File: src/rtl/control_bcd2bin_if.sv
// Handshake and datapath-control bundle between the requesters and the BCD-to-binary sequencer.
interface control_bcd2bin_if;
  logic sol_a;
  logic sol_b;
  logic sel_operando;
  logic carga;
  logic desplazar;
  logic corregir;
  logic ack_a;
  logic ack_b;
  logic ocupado;

  modport master (
    output sol_a, sol_b,
    input  sel_operando, carga, desplazar, corregir, ack_a, ack_b, ocupado
  );

  modport slave (
    input  sol_a, sol_b,
    output sel_operando, carga, desplazar, corregir, ack_a, ack_b, ocupado
  );
endinterface

File: src/rtl/control_bcd2bin.sv
// Arbiter and sequencer for the shared BCD-to-binary converter:
// grants A or B, then drives load, N_ITER shifts interleaved with N_ITER-1 corrections, and an ack.
module control_bcd2bin #(
  parameter int unsigned N_ITER = 16,
  parameter int unsigned CW     = 5
) (
  input  logic              reloj,
  input  logic              reset,
  control_bcd2bin_if.slave  bus
);

  typedef enum logic [2:0] {
    REPOSO   = 3'd0,
    CARGA    = 3'd1,
    DESPLAZA = 3'd2,
    CORRIGE  = 3'd3,
    FIN      = 3'd4
  } state_t;

  state_t        r_state, w_state_nxt;
  logic [CW-1:0] r_cnt, w_cnt_nxt;
  logic          r_ptr_b, w_ptr_b_nxt;
  logic          r_sel, w_sel_nxt;

  logic r_carga, r_desplazar, r_corregir, r_ack_a, r_ack_b, r_ocupado;
  logic w_carga, w_desplazar, w_corregir, w_ack_a, w_ack_b, w_ocupado;

  // Next state, arbitration and iteration counter; strobes are decoded from the next state
  // so that the registered outputs match a Moore decode of the current state.
  always_comb begin
    w_state_nxt = r_state;
    w_cnt_nxt   = r_cnt;
    w_ptr_b_nxt = r_ptr_b;
    w_sel_nxt   = r_sel;

    case (r_state)
      REPOSO: begin
        if (bus.sol_a && (!bus.sol_b || !r_ptr_b)) begin
          w_sel_nxt   = 1'b0;
          w_state_nxt = CARGA;
        end else if (bus.sol_b) begin
          w_sel_nxt   = 1'b1;
          w_state_nxt = CARGA;
        end
      end
      CARGA: begin
        w_cnt_nxt   = CW'(N_ITER);
        w_state_nxt = DESPLAZA;
      end
      DESPLAZA: begin
        w_cnt_nxt = r_cnt - CW'(1);
        if (r_cnt == CW'(1)) begin
          w_state_nxt = FIN;
        end else begin
          w_state_nxt = CORRIGE;
        end
      end
      CORRIGE: begin
        w_state_nxt = DESPLAZA;
      end
      FIN: begin
        w_ptr_b_nxt = ~r_sel;
        w_state_nxt = REPOSO;
      end
      default: begin
        w_state_nxt = REPOSO;
      end
    endcase

    w_carga     = (w_state_nxt == CARGA);
    w_desplazar = (w_state_nxt == DESPLAZA);
    w_corregir  = (w_state_nxt == CORRIGE);
    w_ack_a     = (w_state_nxt == FIN) && !w_sel_nxt;
    w_ack_b     = (w_state_nxt == FIN) && w_sel_nxt;
    w_ocupado   = (w_state_nxt != REPOSO);
  end

  // State, counter, pointer and output registers; everything moves on the falling edge.
  always_ff @(negedge reloj) begin
    if (reset) begin
      r_state     <= REPOSO;
      r_cnt       <= '0;
      r_ptr_b     <= 1'b0;
      r_sel       <= 1'b0;
      r_carga     <= 1'b0;
      r_desplazar <= 1'b0;
      r_corregir  <= 1'b0;
      r_ack_a     <= 1'b0;
      r_ack_b     <= 1'b0;
      r_ocupado   <= 1'b0;
    end else begin
      r_state     <= w_state_nxt;
      r_cnt       <= w_cnt_nxt;
      r_ptr_b     <= w_ptr_b_nxt;
      r_sel       <= w_sel_nxt;
      r_carga     <= w_carga;
      r_desplazar <= w_desplazar;
      r_corregir  <= w_corregir;
      r_ack_a     <= w_ack_a;
      r_ack_b     <= w_ack_b;
      r_ocupado   <= w_ocupado;
    end
  end

  assign bus.sel_operando = r_sel;
  assign bus.carga        = r_carga;
  assign bus.desplazar    = r_desplazar;
  assign bus.corregir     = r_corregir;
  assign bus.ack_a        = r_ack_a;
  assign bus.ack_b        = r_ack_b;
  assign bus.ocupado      = r_ocupado;

endmodule

File: src/flat_wrapper.sv
// flat-port wrapper written by rule: the top's interface ports become plain ports
module control_bcd2bin_flat 
#(
  parameter int unsigned N_ITER = 16,
  parameter int unsigned CW     = 5
)
  (reloj, reset, bus_sol_a, bus_sol_b, bus_sel_operando, bus_carga, bus_desplazar, bus_corregir, bus_ack_a, bus_ack_b, bus_ocupado);
  control_bcd2bin_if bus_i ();
  input  logic reloj;
  input  logic reset;
  input wire logic [$bits(bus_i.sol_a)-1:0] bus_sol_a;
  input wire logic [$bits(bus_i.sol_b)-1:0] bus_sol_b;
  output wire logic [$bits(bus_i.sel_operando)-1:0] bus_sel_operando;
  output wire logic [$bits(bus_i.carga)-1:0] bus_carga;
  output wire logic [$bits(bus_i.desplazar)-1:0] bus_desplazar;
  output wire logic [$bits(bus_i.corregir)-1:0] bus_corregir;
  output wire logic [$bits(bus_i.ack_a)-1:0] bus_ack_a;
  output wire logic [$bits(bus_i.ack_b)-1:0] bus_ack_b;
  output wire logic [$bits(bus_i.ocupado)-1:0] bus_ocupado;
  assign bus_i.sol_a = bus_sol_a;
  assign bus_i.sol_b = bus_sol_b;
  assign bus_sel_operando = bus_i.sel_operando;
  assign bus_carga = bus_i.carga;
  assign bus_desplazar = bus_i.desplazar;
  assign bus_corregir = bus_i.corregir;
  assign bus_ack_a = bus_i.ack_a;
  assign bus_ack_b = bus_i.ack_b;
  assign bus_ocupado = bus_i.ocupado;
  control_bcd2bin #(.N_ITER(N_ITER), .CW(CW)) u_core (.reloj(reloj), .reset(reset), .bus(bus_i));
endmodule
File: config.mk
export PLATFORM = sky130hd
export DESIGN_NAME = control_bcd2bin_flat
export DESIGN_NICKNAME = d
export VERILOG_FILES = /design/src/rtl/control_bcd2bin_if.sv /design/src/rtl/control_bcd2bin.sv /design/src/flat_wrapper.sv
export SDC_FILE = /design/constraint.sdc
export NUM_CORES = 1
export LEC_CHECK = 0
export ABC_AREA = 1
export CORE_MARGIN = 2
export CORE_UTILIZATION = 44
export DETAILED_ROUTE_END_ITERATION = 8
export PLACE_DENSITY = 0.74
export SLEW_MARGIN = 10
export SYNTH_ARGS = -nofsm -noshare
export SYNTH_HDL_FRONTEND = slang
export SYNTH_SLANG_ARGS = --single-unit
File: constraint.sdc
create_clock -name reloj -period 1 [get_ports reloj]
set_input_delay 0.2 -clock reloj [delete_from_list [all_inputs] [get_ports reloj]]
set_output_delay 0.2 -clock reloj [all_outputs]
set_load 0.005 [all_outputs]
## Word level (Yosys, flattened, before mapping)

Cells that the tools add are included.

- Add/subtract/negate cells: 1
- Equal/unequal tests: 9
- Mux-type cells: 8
- Bitwise logic cells: 1
- Reductions and logical operators: 11

Operators by type and width:

| cell | number |
|---|---|
| equality test 3 x 2 -> 1 bit, second input constant | 4 |
| case mux 5 bit (2 select lines) | 1 |
| two-way mux 3 bit | 3 |
| case mux 3 bit (3 select lines) | 1 |
| equality test 3 x 1 -> 1 bit, second input constant | 2 |
| equality test 3 bit, second input constant | 2 |
| equality test 5 x 1 -> 1 bit, second input constant | 1 |
| subtractor 5 x 1 -> 5 bit, second input constant | 1 |
| logical AND 1 bit | 3 |
| zero test 1 bit | 3 |
| zero test 3 bit | 1 |
| two-way mux 1 bit | 3 |
| nonzero test 3 bit | 1 |
| nonzero test 2 bit | 1 |
| OR reduction 2 bit | 1 |
| logical OR 1 bit | 1 |
| inverter 1 bit | 1 |

- Bits in registers: 16
- Output and inout port bits: 7

## Longest topological paths before layout

Gate-level depths: netlist of run 1.

- Depth in word-level cells: 7
- Gate-level depth with buffers: 6

==> flow_metrics.env, run 1 <==
export IMPL_rsz0062_at_grt="true"
export IMPL_netlist_instances=92
export IMPL_die_area_sq_um=1830
export IMPL_yosysWarnings=0
export IMPL_reg2reg_slack_ns=-0.04
export IMPL_hpwl_mm=1.02
export IMPL_hold_violations=0
export IMPL_coreArea_sq_um=1450
export IMPL_synthFlopType="dfxtp_1"
export IMPL_grt_util_all_layers=0.194
export IMPL_worstPathArrival_ns=1.28
export IMPL_antenna_found_initial=0
export IMPL_final_antenna_net_count=0
export IMPL_synth_top_area_share=0.483
export IMPL_synth_nets=98
export IMPL_drt_total_wl_mm=1.80
export IMPL_routabilityCongestion=0.822
export IMPL_fin_nets=141
export IMPL_leakage_uw=0.000577
export IMPL_cts_root_buffer="clkbuf_4"
export IMPL_crit_path_max_incr_delay_ns=0.31
export IMPL_max_slew_worst_pin_slew_ns=0.209
export IMPL_ys_types=16
export IMPL_synth_most_common_cell="nor2_1"
export IMPL_vias=742
export IMPL_critPathLaunch="u_core.bus.sel_operando"
export IMPL_cts_buffers=3
export IMPL_yosys_top_cells_area="dfxtp_1, nor2_1, nand2_1"
export IMPL_powerDensity_nw_per_um2=1700
export IMPL_area_growth_syn_to_layout_pct=68.3
export IMPL_cts_sinks=16
export IMPL_ys_seq_area_frac=0.483
export IMPL_slew_headroom=0.861
export IMPL_cp_end_kind="primary output"
export IMPL_timing_rr_end="u_core.r_cnt[4]"
export IMPL_drc=0
export IMPL_stdcell_count=150
export IMPL_final_max_slew_viol_count=0
export IMPL_maxCapViolCount=0
export IMPL_grt_pass1_vias=682
export IMPL_r2r_start="u_core.r_cnt[0]"
export IMPL_synth_edf_count=0
export IMPL_grt_pass1_wl_mm=2.64
export IMPL_die_y_microns=42.8
export IMPL_firstDrtPassIters=4
export IMPL_worst_hold_slack_ns=0.491
export IMPL_syn_area_per_cell_sq_um=7.21
export IMPL_path_max_fanout=2
export IMPL_io_buffers=10
export IMPL_initialDrtViolationCount=15
export IMPL_final_setup_viol_count=14
export IMPL_num_fill_cells=106
export IMPL_violations="setup timing"
export IMPL_crit_chain="buf_2"
export IMPL_cts_tree="yes"
export IMPL_grt_overflow=0
export IMPL_holdPathStages=2
export IMPL_crit_buf_inv=1
export IMPL_finalWorstSetupSlack_ns=-0.483
export IMPL_die_x_microns=42.8
export IMPL_status="finished with violations"
export IMPL_crit_cells=1
export IMPL_viasPerCell=4.95
export IMPL_worstPathRequired_ns=0.80
export IMPL_worstHoldPathType="flop to flop"
export IMPL_drive_gt1_frac=0.485
export IMPL_startpoint_type="flop"
export IMPL_worst_skew_pair_late_latency_ns=0.36
export IMPL_ys_seq_elements=16
export IMPL_post_drt_wl_per_cell_microns=12.0
export IMPL_total_power_uw=1900
export IMPL_antennaDiodeCount=0
export IMPL_synthesis_area_sq_um=663
export IMPL_ios=11
export IMPL_cp_endpoint="bus_sel_operando"
export IMPL_placementRows=14
export IMPL_utilization=0.768
export IMPL_r2r_cells=6
export IMPL_clockBufferDepth=2
export IMPL_start_util=0.456
export IMPL_place_inst=125
export IMPL_peakVddDrop_uv=1500
export IMPL_ys_top_cells_by_count="nor2_1, dfxtp_1, nand2_1"
export IMPL_grt_max_degree=10
export IMPL_fin_skew_ns=0.0138
export IMPL_synth_largest_area_cell="dfxtp_1"
export IMPL_path_delay_family="flip-flops"
export IMPL_clkTransAtPathRegs_ns=0.04
export IMPL_htreeDepth=1
export IMPL_crit_slowest_cell="dfxtp_2"
export IMPL_worstSetupPathType="flop to primary output"
export IMPL_synthArstFlopShare=0
[how the worst min path moves through the flow]
stage	start	endpoint
floorplan	u_core.r_cnt[1]	u_core.r_cnt[1]
global placement	u_core.r_cnt[1]	u_core.r_cnt[1]
detailed placement	u_core.r_cnt[1]	u_core.r_cnt[1]
CTS	u_core.r_cnt[1]	u_core.r_cnt[1]
finish	u_core.r_cnt[1]	u_core.r_cnt[1]
global route	u_core.r_cnt[1]	u_core.r_cnt[1]
[layout by cell type, fill, tap and decap left out, types with 4 or more instances in the layout]
cell type / instances
nor2_2: 6
nand2_1: 11
buf_6: 4
inv_1: 23
buf_2: 8
buf_4: 11
a21oi_1: 4
dfxtp_1: 9
dfxtp_2: 4
nor2_1: 14
[metrics by stage]
stage / setup WS, ns / instance area (sq um) / setup TNS [ns]
after detailed placement: -0.783 / 862 / -13.40
after floorplan: -0.160 / 697 / -0.793
after CTS: -0.491 / 992 / -3.28
final: -0.483 / 1120 / -3.41
after global routing: -0.512 / 1120 / -4.05
after global placement: -0.747 / 862 / -13.14
[layer usage]
layer,track usage,routed length (microns),vias to the layer above,part of all wire
met1,0.198,691,347,0.38
met2,0.312,1010,13,0.56
met3,0.0809,71,6,0.039
li1,-,-,376,-
met5,0,0,-,0
met4,0.144,28,0,0.016
[registers in the layout, summed over array words and instances, names as in the netlist]
register                 flops
u_core.r_cnt                 5
u_core.r_state               3
u_core.bus.ack_a             1
u_core.bus.ack_b             1
u_core.bus.carga             1
u_core.bus.corregir          1
u_core.bus.desplazar         1
u_core.bus.ocupado           1
u_core.bus.sel_operando      1
u_core.r_ptr_b               1
[worst register-to-register path, cell delays in order (launching register included)]
cell and delay (ns):
dfxtp_4 0.36, inv_4 0.07, ha_4 0.13, nand4_1 0.15, nor2_1 0.16, nor2_1 0.06, nor2_1 0.07
[repair_timing]
| action | 4_1_cts | 5_1_grt |
|---|---|---|
| pin swaps | 10 | 15 |
| hold buffers | 0 | 0 |
| resized for setup | 56 | 32 |
| buffers inserted | 4 | 2 |
| setup endpoints to repair | 23 | 20 |
[cell families after synthesis]
kind of cell    count (synthesis)  synth area share
flops                          16             0.483
buf+inv                        15            0.0868
fa+ha+maj                       2            0.0377
compound gates                 12            0.0925
simple gates                   47             0.300
[cell type report]
cell class | instances | area (sq um) | area share
multi-input cells | 61 | 425 | 0.381
flip-flops and latches | 16 | 337 | 0.302
repair buffers | 24 | 178 | 0.159
inverters | 13 | 68.8 | 0.0617
clock inverters | 17 | 65.1 | 0.0583
clock buffers | 3 | 22.5 | 0.0202
well taps | 16 | 20.0 | 0.0179
[power breakdown]
part	internal, uW	switching (uW)
clock network	229	357
registers	712	65.7
logic	240	291
total	1180	714
Note: power is estimated with default switching activity, not from simulation.
==> run 2, diff against run 1 <==
--- a/config.mk
+++ b/config.mk
@@ -8,6 +8,7 @@
 export ABC_AREA = 1
 export CORE_MARGIN = 2
 export CORE_UTILIZATION = 44
+export CTS_CLUSTER_SIZE = 10
 export DETAILED_ROUTE_END_ITERATION = 8
 export PLACE_DENSITY = 0.74
 export SLEW_MARGIN = 10
==> results of run 2 <==
No change in the layout: final DEF, timing and power equal those of run 1.
==> run 3, diff against run 2 <==
--- a/config.mk
+++ b/config.mk
@@ -11,7 +11,7 @@
 export CTS_CLUSTER_SIZE = 10
 export DETAILED_ROUTE_END_ITERATION = 8
 export PLACE_DENSITY = 0.74
-export SLEW_MARGIN = 10
+export SLEW_MARGIN = 20
 export SYNTH_ARGS = -nofsm -noshare
 export SYNTH_HDL_FRONTEND = slang
 export SYNTH_SLANG_ARGS = --single-unit
==> results of run 3 <==
No change in the layout: final DEF, timing and power equal those of run 1.
